**src/rtl/ysyx_22040088_seqctl.sv**
```systemverilog
// Multi-cycle instruction sequencer: walks each instruction through
// fetch, decode, execute, optional data-memory access and write-back,
// counts retired instructions and halts on ebreak or on a stalled handshake.
//
// Handshakes: a request strobe (ifu_req, lsu_req) stays high for every cycle
// the FSM sits in the requesting state; the transfer happens in the cycle the
// matching response (ifu_rdy, ifu_rvalid, lsu_ack) is sampled high, and the
// FSM leaves the state on that clock edge. Responses seen in any other state
// are ignored.
module ysyx_22040088_seqctl #(
    parameter int TIMEOUT = 255
) (
    input  logic        clk,
    input  logic        rst,
    input  logic        run,
    input  logic        ifu_rdy,
    input  logic        ifu_rvalid,
    input  logic        dec_rf_we,
    input  logic        dec_mem_ena,
    input  logic        dec_mem_wen,
    input  logic        dec_halt,
    input  logic        lsu_ack,
    output logic        ifu_req,
    output logic        inst_le,
    output logic        pc_we,
    output logic        rf_we,
    output logic        lsu_req,
    output logic        lsu_we,
    output logic [2:0]  state,
    output logic        halted,
    output logic        err,
    output logic [63:0] retired
);

    localparam int TW = $clog2(TIMEOUT + 1);
    localparam int CW = (TW > 8) ? TW : 8;

    typedef enum logic [2:0] {
        S_IDLE   = 3'd0,
        S_FETCH  = 3'd1,
        S_WAITI  = 3'd2,
        S_DECODE = 3'd3,
        S_EXEC   = 3'd4,
        S_MEM    = 3'd5,
        S_WB     = 3'd6,
        S_HALT   = 3'd7
    } state_t;

    state_t          cur;
    state_t          nxt;
    logic [CW-1:0]   wcnt;
    logic            wait_expired;
    logic            to_err;
    logic            in_wait_state;

    assign state         = cur;
    assign wait_expired  = (wcnt == CW'(TIMEOUT));
    assign in_wait_state = (cur == S_FETCH) || (cur == S_WAITI) || (cur == S_MEM);

    // Strobes that must follow their input in the same cycle.
    assign inst_le = (cur == S_WAITI) && ifu_rvalid;
    assign rf_we   = (cur == S_WB) && dec_rf_we && !dec_mem_wen;
    assign lsu_we  = (cur == S_MEM) && dec_mem_wen;

    // Next-state selection; a handshake always wins over an expiring wait.
    always_comb begin
        nxt    = cur;
        to_err = 1'b0;
        case (cur)
            S_IDLE:   if (run) nxt = S_FETCH;
            S_FETCH: begin
                if (ifu_rdy) nxt = S_WAITI;
                else if (wait_expired) begin
                    nxt    = S_HALT;
                    to_err = 1'b1;
                end
            end
            S_WAITI: begin
                if (ifu_rvalid) nxt = S_DECODE;
                else if (wait_expired) begin
                    nxt    = S_HALT;
                    to_err = 1'b1;
                end
            end
            S_DECODE: nxt = dec_halt ? S_HALT : S_EXEC;
            S_EXEC:   nxt = dec_mem_ena ? S_MEM : S_WB;
            S_MEM: begin
                if (lsu_ack) nxt = S_WB;
                else if (wait_expired) begin
                    nxt    = S_HALT;
                    to_err = 1'b1;
                end
            end
            S_WB:     nxt = run ? S_FETCH : S_IDLE;
            S_HALT:   nxt = S_HALT;
            default:  nxt = S_HALT;
        endcase
    end

    // State, wait counter, Moore strobes (registered from next state) and counters.
    always_ff @(posedge clk or negedge rst) begin
        if (!rst) begin
            cur     <= S_IDLE;
            wcnt    <= '0;
            ifu_req <= 1'b0;
            pc_we   <= 1'b0;
            lsu_req <= 1'b0;
            halted  <= 1'b0;
            err     <= 1'b0;
            retired <= '0;
        end else begin
            cur     <= nxt;
            ifu_req <= (nxt == S_FETCH);
            pc_we   <= (nxt == S_WB);
            lsu_req <= (nxt == S_MEM);
            halted  <= (nxt == S_HALT);
            if (to_err) err <= 1'b1;
            if (nxt != cur) wcnt <= '0;
            else if (in_wait_state) wcnt <= wcnt + 1'b1;
            // Retirement happens on the edge that ends the write-back cycle.
            if (cur == S_WB) retired <= retired + 64'd1;
        end
    end

endmodule

```
**config.mk**
```make
export PLATFORM = sky130hd
export DESIGN_NAME = ysyx_22040088_seqctl
export DESIGN_NICKNAME = d
export VERILOG_FILES = /design/src/rtl/ysyx_22040088_seqctl.sv
export SDC_FILE = /design/constraint.sdc
export NUM_CORES = 1
export LEC_CHECK = 0
export ABC_AREA = 1
export CORE_MARGIN = 10
export CORE_UTILIZATION = 45
export CTS_CLUSTER_SIZE = 20
export DETAILED_ROUTE_END_ITERATION = 10
export DONT_BUFFER_PORTS = 1
export GPL_ROUTABILITY_DRIVEN = 0
export GPL_TIMING_DRIVEN = 0
export SLEW_MARGIN = 40
export SYNTH_ARGS = -nofsm -noshare
export SYNTH_HDL_FRONTEND = slang
export SYNTH_SLANG_ARGS = --single-unit
```
**constraint.sdc**
```tcl
create_clock -name clk -period 2.5 [get_ports clk]
set_clock_uncertainty 0.15 [all_clocks]
set_input_delay 0.25 -clock clk [delete_from_list [all_inputs] [get_ports clk]]
set_output_delay 0.25 -clock clk [all_outputs]
set_load 0.02 [all_outputs]
```
==> impl_results.md <==
* CORE AREA at 10900 um2
* Cells after synthesis at 727
* Critical path arrival at 1.95 ns
* Ant. Diodes at 0
* CP max FO at 10
* Clock sinks at 80
* Root Driver: clkbuf_16
* CTS Buf Count at 9
* Initial drt markers at 382
* Row cnt at 38
* Final Hold Viols at 0
* Clk pin slew, worst setup/hold paths at 0.06 ns
* Crit path largest cell delay at 0.49 ns
* H-tree depth at 3
* DRC viols at 0
* Lkg Pwr at 2.37 nW
* Max IR drop VDD at 0.000724 V
* Detailed placer's ending HPWL at 11600 um
* Tcrit/Tclk final at 93.8%
* First-pass iteration count of the detailed router at 5
* Net switching power at 1.45 mW
* Die area at 15900 um2
* WP buf/inv at 3
* Fmax at 426 MHz
* Crit end category: output pin
* Unique cell type count in the Yosys netlist at 31
* Synth Register Bits at 80
* Vias per cell at 5.35
* Int Power at 2.60 mW
* CP max-delay cell: dfrtp_2
* Initial antenna violation count at 0
* Worst setup SP type: register
* Post-CTS setup buffer count at 0
* Final slew viol count at 0
* Share of cells above drive strength 1 at 6.43%
* GR Util All Layers at 18.5%
* WP data required at 2.10 ns
* CTS tree: done
* Fin crit period at 2.35 ns
* Global-route wire length before repair at 24000 um
* Status: finished clean
* Fin Setup TNS at 0 ns
* Worst reg-to-reg path cell count at 8
* Final setup viols at 0
* Drt total wl at 14900 um
* Syn nets at 739
* Vias at 4740
* Least-Margin Pin Slew at 0.635 ns
* Clock Path Buffers at 2
* Initial core utilization at 46.2%
* Skew-Pair Late Insertion Delay at 0.35 ns
* Max-cap viol count at 0
* Die Y at 126 um
* Synthesized area at 5050 um2
* Die Wd at 126 um
* Clock share of power at 37.7%
* # nets final at 753
* Filler instances at 1111
* CP cell instances: inv_2 > nor2_4 > nand2_2 > buf_6 > clkbuf_1 > nor2_2
* RSZ-0062 raised after global routing: false
* Rel. slew slack at 57.4%
* Ys Warns at 0
* Post-synthesis sequential area ratio at 39.6%
* Antenna-violating nets left at 0
* Syn_area_per_cell at 6.95 um2
* Top delay family on crit path: buffers and inverters
* Gr ovfl total at 0
* Share of power burned in registers at 39.6%
* Area growth from synthesis to layout at 11.5%
* Port buffer count at 0
* PD cells at 720 nW/um2
* Combinational share of power at 22.7%
* Fin util at 51.5%
* Vias in the first global route at 4491
* WP depth at 6
* Hold Path Depth at 3
* Pin count of the biggest net entering global routing at 81
* Worst hold path class: input pin to register
* Io pins at 85
* Sw frac at 35.8%
* Average wire per standard cell at 16.8 um
* Critical path class: register to output pin
==> layout by cell type (no fill, tap or decap), drive strengths merged <==
cell and instances:
nand3 42, mux2i 1, and2 4, ha 2, nor2 128, inv 79
dfrtp 80, clkinv 1, o21ai 21, nand4 33, clkbuf 13, dlygate4sd3 2
clkinvlp 1, nand2 248, xnor2 16, nor3 32, bufinv 3, o21bai 1
nor4 1, buf 4, nand3b 2, a21oi 3, xor2 29
==> what timing repair did <==
action	4_1_cts	5_1_grt
gates cloned	0	0
endpoints found under the setup margin	2	7
hold buffers	3	0
pin swaps	0	0
resized for setup	2	4
hold endpoints to repair	81	0
==> flip-flops by register name, indices dropped and copies added, names as in the netlist <==
| name | flops |
|---|---|
| retired | 64 |
| wcnt | 8 |
| state | 3 |
| err | 1 |
| halted | 1 |
| ifu_req | 1 |
| lsu_req | 1 |
| pc_we | 1 |
==> worst reg2reg max path, stage by stage (launching register included) <==
cell and delay, ns:
dfrtp_2 0.49, ha_1 0.23, inv_1 0.12, nor2_1 0.20
nand2_1 0.20, nor2_8 0.17, nand4_1 0.25, nor2_1 0.25
xor2_1 0.16
==> cell usage after synthesis (all sizes together) <==
cell	number	area [um2]
nand4	33	228
xnor2	16	140
clkbuf	3	11.3
xor2	29	254
a21oi	3	15.0
mux2i	1	10.0
nand3	42	225
inv	78	293
o21ai	21	105
nand3b	2	15.0
nor2	128	561
o21bai	1	7.51
buf	3	18.8
ha	2	25.0
dfrtp	80	2000
nor4	1	6.26
nor3	32	176
nand2	248	936
and2	4	25.0
==> worst paths after layout <==
path                                        start                       to  slack, ns
max                            state[1]$_DFF_PN0_                    rf_we       0.15
min in group asynchronous                     rst  retired[21]$_DFFE_PN0N_       0.33
min reg2reg                   wcnt[7]$_DFFE_PN0P_      wcnt[7]$_DFFE_PN0P_       0.41
min                                       lsu_ack          err$_DFFE_PN0P_       0.02
max reg2reg                retired[0]$_DFFE_PN0N_  retired[48]$_DFFE_PN0N_       0.20
max in group asynchronous                     rst       state[1]$_DFF_PN0_       1.54
==> power groups by stage <==
stage / logic, mW / registers, mW / clock network [mW]
2_1_floorplan: 0.681 / 1.58 / 0
3_3_place_gp: 0.876 / 1.63 / 0
3_5_place_dp: 0.892 / 1.63 / 0
4_1_cts: 0.930 / 1.61 / 1.56
5_1_grt: 1.04 / 1.63 / 1.62
6_report: 0.922 / 1.61 / 1.53
==> metal layers <==
metal	vias up	GRT usage [%]	wire length, um
met5	-	0	0
met4	0	5.36	177
met3	11	5.62	1340
met2	166	30.0	6870
met1	2224	23.3	6480
li1	2339	-	-
==> logic make-up after synthesis <==
group | synth area share, %
buf+inv | 6.39
mux | 0.198
flops | 39.6
xor+xnor | 7.80
compound gates | 2.53
fa+ha+maj | 0.495
simple gates | 43.0
==> area by class of cell <==
type	instances	area, um2	share of cell area [%]
well taps	140	175	3.11
clock inverters	6	115	2.04
plain buffers	6	30.0	0.533
clock buffers	10	229	4.06
flip-flops and latches	80	2010	35.6
multi-input cells	563	2740	48.6
inverters	78	293	5.20
repair buffers	3	47.5	0.844
==> per-stage QoR <==
step / cell area, um2 / setup slack (ns) / instances / hold slack, ns / total power [mW]
finish: 5630 / 0.155 / 886 / 0.0227 / 4.06
floorplan: 5050 / 0.555 / 727 / -0.196 / 2.26
global placement: 5230 / 0.0306 / 867 / -0.191 / 2.51
detailed placement: 5230 / 0.0124 / 867 / -0.193 / 2.52
global route: 5630 / 0.0189 / 886 / 0.0610 / 4.28
CTS: 5630 / 0.0379 / 886 / 0.0162 / 4.09
Note: power is estimated with default switching activity, not from simulation.
